[config.mk]
export PLATFORM = sky130hd
export DESIGN_NAME = onehot_event_encoder
export DESIGN_NICKNAME = d
export VERILOG_FILES = /design/src/rtl/onehot_event_encoder.sv
export SDC_FILE = /design/constraint.sdc
export NUM_CORES = 1
export LEC_CHECK = 0
export ABC_CLOCK_PERIOD_IN_PS = 4680
export CORE_MARGIN = 2
export CORE_UTILIZATION = 50
export CTS_CLUSTER_SIZE = 24
export DETAILED_ROUTE_END_ITERATION = 16
export PLACE_DENSITY = 0.7
export RECOVER_POWER = 100
export SLEW_MARGIN = 20
export SYNTH_ARGS = -nofsm -noshare
export SYNTH_HDL_FRONTEND = slang
export SYNTH_SLANG_ARGS = --single-unit
[constraint.sdc]
create_clock -name clk -period 4.68 [get_ports clk]
set_input_delay 1.17 -clock clk [delete_from_list [all_inputs] [get_ports clk]]
set_output_delay 1.17 -clock clk [all_outputs]
set_load 0.02 [all_outputs]
[src/rtl/onehot_event_encoder.sv]
// onehot_event_encoder
// Collects event pulses on N one-hot request lines into a pending register.
// Pending events are offered one at a time as a binary index over a
// valid/ready handshake, with round-robin fairness between the lines.
// A pending bit is cleared when its index is accepted.
// N must be a power of two, and IDX_W must equal $clog2(N), so that index
// arithmetic wraps naturally at N.

module onehot_event_encoder #(
    parameter int N     = 8,
    parameter int IDX_W = 3
) (
    input  logic             clk,
    input  logic             rst_n,
    input  logic [N-1:0]     req_in,
    output logic [IDX_W-1:0] out_idx,
    output logic             out_valid,
    input  logic             out_ready,
    output logic [N-1:0]     pending,
    output logic             overflow
);

    // Two-state handshake FSM.
    localparam logic [0:0] IDLE  = 1'b0;
    localparam logic [0:0] VALID = 1'b1;

    logic [0:0]       state_q,    state_d;
    logic [N-1:0]     pending_q,  pending_d;
    logic [IDX_W-1:0] out_idx_q,  out_idx_d;
    logic [IDX_W-1:0] rr_ptr_q,   rr_ptr_d;
    logic             overflow_q, overflow_d;

    logic             acc;
    logic [N-1:0]     clr;
    logic [N-1:0]     cand;

    // Round-robin pick: the first set bit of cand, searching upward from ptr
    // and wrapping past N-1 to 0. Returns 0 when cand is empty; callers only
    // use the result when cand is non-zero.
    function automatic logic [IDX_W-1:0] rr_select(
        input logic [N-1:0]     vec,
        input logic [IDX_W-1:0] ptr
    );
        logic [IDX_W-1:0] k;
        logic [IDX_W-1:0] pick;
        logic             found;
        pick  = '0;
        found = 1'b0;
        for (int i = 0; i < N; i++) begin
            k = ptr + IDX_W'(i);
            if (!found && vec[k]) begin
                pick  = k;
                found = 1'b1;
            end
        end
        return pick;
    endfunction

    // Handshake, clear mask, pending/overflow update and next-state selection.
    always_comb begin
        // NOTE: every signal driven here gets a default first, so no path
        // through the if/case can leave one unassigned and infer a latch.
        state_d    = state_q;
        out_idx_d  = out_idx_q;
        rr_ptr_d   = rr_ptr_q;
        cand       = '0;

        acc = (state_q == VALID) && out_ready;
        clr = acc ? ({{(N-1){1'b0}}, 1'b1} << out_idx_q) : '0;

        // A fresh request on the bit being cleared wins and re-arms it.
        pending_d  = (pending_q & ~clr) | req_in;
        // A request colliding with its own clear is a new event, not a loss.
        overflow_d = |(req_in & pending_q & ~clr);

        case (state_q)
            IDLE: begin
                if (pending_q != '0) begin
                    out_idx_d = rr_select(pending_q, rr_ptr_q);
                    state_d   = VALID;
                end
            end
            VALID: begin
                // Without out_ready the offer is frozen, even if a
                // higher-priority bit arrives meanwhile.
                if (out_ready) begin
                    rr_ptr_d = out_idx_q + 1'b1;
                    // Requests from this cycle are not yet eligible.
                    cand = pending_q & ~clr;
                    if (cand != '0) begin
                        out_idx_d = rr_select(cand, out_idx_q + 1'b1);
                    end else begin
                        // out_idx keeps its last value when going idle.
                        state_d = IDLE;
                    end
                end
            end
            default: begin
                state_d = IDLE;
            end
        endcase
    end

    // State registers with synchronous active-low reset.
    always_ff @(posedge clk) begin
        // NOTE: sequential state uses non-blocking assignments only, so every
        // register samples the pre-edge values regardless of statement order.
        if (!rst_n) begin
            state_q    <= IDLE;
            pending_q  <= '0;
            out_idx_q  <= '0;
            rr_ptr_q   <= '0;
            overflow_q <= 1'b0;
        end else begin
            state_q    <= state_d;
            pending_q  <= pending_d;
            out_idx_q  <= out_idx_d;
            rr_ptr_q   <= rr_ptr_d;
            overflow_q <= overflow_d;
        end
    end

    assign out_idx   = out_idx_q;
    assign out_valid = (state_q == VALID);
    assign pending   = pending_q;
    assign overflow  = overflow_q;

endmodule

; Yosys cells after proc, flatten, opt, wreduce, memory -nomap -nowiden
; Cells that the tools add are included.
[word_totals]
regBits = 16
inputBits = 11
output_inout_bits = 13
elab_cells = 186
[classes]
addsub = 15
n_lt_le_gt_ge = 16
eq_ne = 3
shifts = 1
mux = 106
n_bitwise = 6
n_reduce_logical = 34
[ops]
columns = operator, count
row1 = 2-to-1 mux 1 bit, 68
row2 = "less-than comparator 3 x 4 -> 1 bit, second input constant", 16
row3 = 2-to-1 mux 3 bit, 19
row4 = binary-select mux 1 bit (select 3 bit), 16
row5 = "adder 3 bit, second input constant", 8
row6 = AND 8 bit, 3
row7 = nonzero test 8 bit, 2
row8 = logical AND 1 bit, 15
row9 = logical NOT 1 bit, 14
row10 = "adder 3 x 2 -> 3 bit, second input constant", 4
row11 = "adder 3 x 1 -> 3 bit, second input constant", 3
row12 = 2-to-1 mux 8 bit, 1
row13 = inverter 8 bit, 1
row14 = OR 8 bit, 1
row15 = OR reduction 8 bit, 1
row16 = "left shift 1 x 3 -> 8 bit, first input constant", 1
row17 = one-hot mux 3 bit (2 select lines), 1
row18 = "!= test 2 bit, second input constant", 2
row19 = AND reduction 3 bit, 1
row20 = "!= test 2 x 1 -> 1 bit, second input constant", 1
row21 = one-hot mux 1 bit (2 select lines), 1
row22 = AND reduction 2 bit, 1
row23 = inverter 1 bit, 1

; Logic depth before layout (Yosys ltp)
[logic_depth]
depth_word = 52
depth_mapped = 13

; Least setup slack after synthesis
; No wires, ideal clock.
[synth_path]
path_type = register -> register
start = reg out_idx_q[0], in the netlist out_idx[0]
end = reg out_idx_q[0], in the netlist out_idx[0]
t_arrival_ns = 3.329
required_time_ns = 4.553
path_slack_ns = 1.224
stages_incl_launch_ff = 12
synth_period_minus_slack_ns = 3.456
path_cell_list = dfxtp_1 inv_1 clkbuf_1 ha_1 buf_4 buf_6 xor2_2 mux4_2 or3_1 o32a_1 a21oi_1 a311oi_1
[synth_via]
elab_chain_len = 52
elab_cells_between_ends = 84
[synth_rtl]
columns = element, line_no
row1 = "start, declared", 29  ; logic [IDX_W-1:0] out_idx_q, out_idx_d;
row2 = "start signal, assigned", 117  ; out_idx_q <= out_idx_d;
row3 = "parallel branches: the longest is 52 deep, another holds adder 3 x 1 -> 3 bit", -
; Parallel ways; which one is timed is not known. The select of a mux whose other input is x is not followed.
; A chain may end at the register's enable or synchronous reset.

; Worst setup path in the final report
[layout_path]
start = in out_ready
end = reg out_idx_q[0], in the netlist out_idx[0]
[layout_via]
elab_chain_len = 52
elab_cells_between_ends = 77
[layout_rtl]
columns = element, line_no
row1 = "start, declared", 18  ; input logic out_ready,
row2 = logical AND 1 bit, 68  ; acc = (state_q == VALID) && out_ready;
row3 = 2-to-1 mux 8 bit, 69  ; clr = acc ? ({{(N-1){1'b0}}, 1'b1} << out_idx_q) : '0;
row4 = inverter 8 bit, 89  ; cand = pending_q & ~clr;
row5 = AND 8 bit, 89
row6 = binary-select mux 1 bit (select 3 bit), 51  ; if (!found && vec[k]) begin
row7 = 2-to-1 mux 1 bit (not written as such), 51
row8 = 2-to-1 mux 1 bit, 51
row9 = 2-to-1 mux 1 bit, 90  ; if (cand != '0) begin
row10 = [36 not listed], -
row11 = 2-to-1 mux 1 bit, 86  ; if (out_ready) begin
row12 = 2-to-1 mux 1 bit, 76  ; case (state_q)
row13 = logical NOT 1 bit, 51
row14 = logical AND 1 bit, 51
row15 = 2-to-1 mux 3 bit, 51
row16 = 2-to-1 mux 3 bit, 90
row17 = 2-to-1 mux 3 bit, 86
row18 = one-hot mux 3 bit (2 select lines), 76
; Parallel ways exist; a longest one is shown, timed or not. The select of a mux whose other input is x is not followed.

==> impl_metrics.ini <==
[status]
outcome = completed

[pwr]
vdd_drop_max_mv = 0.3065
power_density_nw_per_um2 = 556.9
design_power_total_mw = 1.731
leakage_nw = 1.151

[timing]
hold_viol = 0
setup_violations = 0
tns_ns = 0
holdWs_ns = 0.6874
min_period_ns = 4.192
tightest_slew_ns = 0.9589
fin_skew_ns = 0.01064
setup_slack_ns = 0.4877
period_share = 0.8958
fmax_mhz = 238.5
slew-limit-headroom = 0.3608
finalMaxSlewViolations = 0
rsz0062_at_grt = no

[routing]
drtIter0Drc = 398
routed_wl_mm = 8.453
route.detailed.drc = 0
detail-route-antenna-nets = 0
num_vias = 2886
routedWlPerCell_um = 20.22
via_per_inst = 6.904
drtPass1Iterations = 5

[flow_run]
cap_violations = 0

[clock_network]
cts_tree = yes
htree_num_levels = 1
numClockSinks = 16
path_clk_slew_ns = 0.08
clkLatencyLatePin_ns = 0.26
cts_buffer_depth = 2
numCtsBuffers = 3
cts-root-buf = clkbuf_8
cts_resized = 0
cts_hold_buffers = 0
cts_post_setup_buffers_inserted = 0

[yosys]
netlist_area_sq_um = 2835
avgSynthCellArea_sq_um = 8.290
syn-num-nets = 362
syn_inst = 342
async_flop_share = 0
yosysSeqAreaShare = 0.1130
ys.flop_type = dfxtp_1
yosysWarnings = 0
ys_ff_latch = 16
synth-edff-count = 0
yosysUniqueCellTypes = 64

[floorplanning]
die_area_sq_um = 6288
initial_utilization = 0.5149
pin_count = 24
die_w_um = 79.30
row_count = 27
core_sq_um = 5507
die_h_um = 79.30

[critical_path]
critPathLaunchType = input pin
end_kind = flip-flop
r2r_end = out_idx[0]
cp_slowest_cell = dlygate4sd3_1
path_cells = dlygate4sd3_1 -> clkbuf_1 -> nand4b_4 -> a32oi_1 -> mux4_2 -> nand2_1 -> or3_1 -> o32a_1 -> a21oi_1 -> a311oi_1
critPathBufInv = 2
crit_type = in -> reg
worst_ep_required_time_ns = 4.82
reg2reg_slack_ns = 0.94
arrival_ns = 4.33
r2r_start = out_idx[0]
worstPathMaxFanout = 8
max_stage_delay_ns = 0.74
reg2reg_depth = 11
crit_cells = 10
crit_family = buffers and inverters

[hold_path]
hp-start = rr_ptr_q[1]
hold_end = rr_ptr_q[1]
hold_depth = 3
hp-class = reg -> reg

[placed_design]
hpwl_mm = 6.227
io_buffers = 23
postPlaceCellArea_sq_um = 3057
place.gp.congestion = 0.9409
dp_slack_ns = 0.5169

[global_routing]
grt_pass1_wl_mm = 13.88
grt_max_degree = 31
track_usage = 0.2835
grt_pass1_vias = 2680
antenna_found_initial = 0
overflow = 0

[cells_and_area]
diodes = 0
syn_to_final_growth_pct = 9.620
num-nets-final = 367
n_fill_cell = 510
drive_gt1_frac = 0.1474
design_area_sq_um = 3108
cells by family (layout without fill, tap and decap cells):
logic type | Yosys count | after routing | synth area share
AND/OR/NAND/NOR | 119 | 119 | 0.2198
AO/OA/AOI/OAI | 103 | 103 | 0.2705
multiplexers | 44 | 44 | 0.2608
buffers and inverters | 44 | 48 | 0.07193
flip-flops | 16 | 16 | 0.1130
adder cells (fa/ha/maj) | 9 | 9 | 0.03972
XOR/XNOR | 7 | 7 | 0.02427
layer usage:
metal  vias to the layer above  global-route usage  wire (um)
li1                       1336                   -          -
met1                      1362              0.4326       3915
met2                       168              0.4186       3614
met3                        20             0.04432        723
met4                         0             0.06724        199
met5                         -                   0          0
worst max path at each step:
stage / from / endpoint / slack [ns]
global placement: out_ready / out_idx[0] / 0.54
detailed placement: out_ready / out_idx[0] / 0.52
global route: out_ready / out_idx[0] / 0.30
CTS: out_ready / out_idx[1] / 0.78
floorplan: out_idx[0] / out_idx[0] / 1.22
finish: out_ready / out_idx[0] / 0.49
stage by stage:
stage               std cells  utilization
finish                    418       0.5644
detailed placement        414       0.5551
floorplan                 342            -
CTS                       418       0.5651
global placement          414       0.5551
global route              418       0.5644
worst register-to-register path: stages (launching register included):
cell	delay (ns)
dfxtp_1	0.44
inv_1	0.07
buf_4	0.20
ha_1	0.94
nor2b_1	0.17
a32oi_1	0.33
mux4_2	0.40
nand2_1	0.13
or3_1	0.38
o32a_1	0.34
a21oi_1	0.16
a311oi_1	0.06
layout by cell type, fill, tap and decap left out, types with 8 or more instances in the layout:
cell / instances
clkdlybuf4s50_1: 9
o22ai_1: 8
dfxtp_1: 16
inv_1: 14
dlygate4sd3_1: 14
nand2_1: 27
mux2i_1: 12
nand3_1: 12
a22oi_1: 9
mux2_2: 8
o21ai_0: 8
a21oi_1: 18
ha_1: 9
nor2b_1: 9
nor2_1: 40
mux4_2: 23
area by class of cell:
| cell class | count | area [sq um] | share of cell area |
|---|---|---|---|
| inverter | 14 | 52.55 | 0.01691 |
| timing repair buffer | 30 | 279.0 | 0.08977 |
| sequential | 16 | 320.3 | 0.1031 |
| tap | 72 | 90.09 | 0.02899 |
| multi-input combinational | 282 | 2311 | 0.7436 |
| clock buffer | 4 | 55.05 | 0.01771 |
synth_stat cells (all sizes together) (12+ instances only):
| library cell | count | area, sq um |
|---|---|---|
| nor2 | 42 | 167.7 |
| nand2 | 28 | 107.6 |
| mux4 | 23 | 518.0 |
| a21oi | 18 | 90.09 |
| clkbuf | 16 | 60.06 |
| dfxtp | 16 | 320.3 |
| buf | 14 | 91.33 |
| inv | 14 | 52.55 |
| mux2i | 12 | 120.1 |
| nand3 | 12 | 60.06 |
flip-flops by register name, indices dropped and copies added, names as in the netlist:
signal / flops
out_idx: 3
out_valid: 1
overflow: 1
pending: 8
rr_ptr_q: 3
power by group:
part | internal [mW] | switching, mW | total, mW
clock | 0.0749 | 0.0564 | 0.131
combinational | 0.602 | 0.793 | 1.40
sequential | 0.155 | 0.0490 | 0.204
Note: power is estimated with default switching activity, not from simulation.
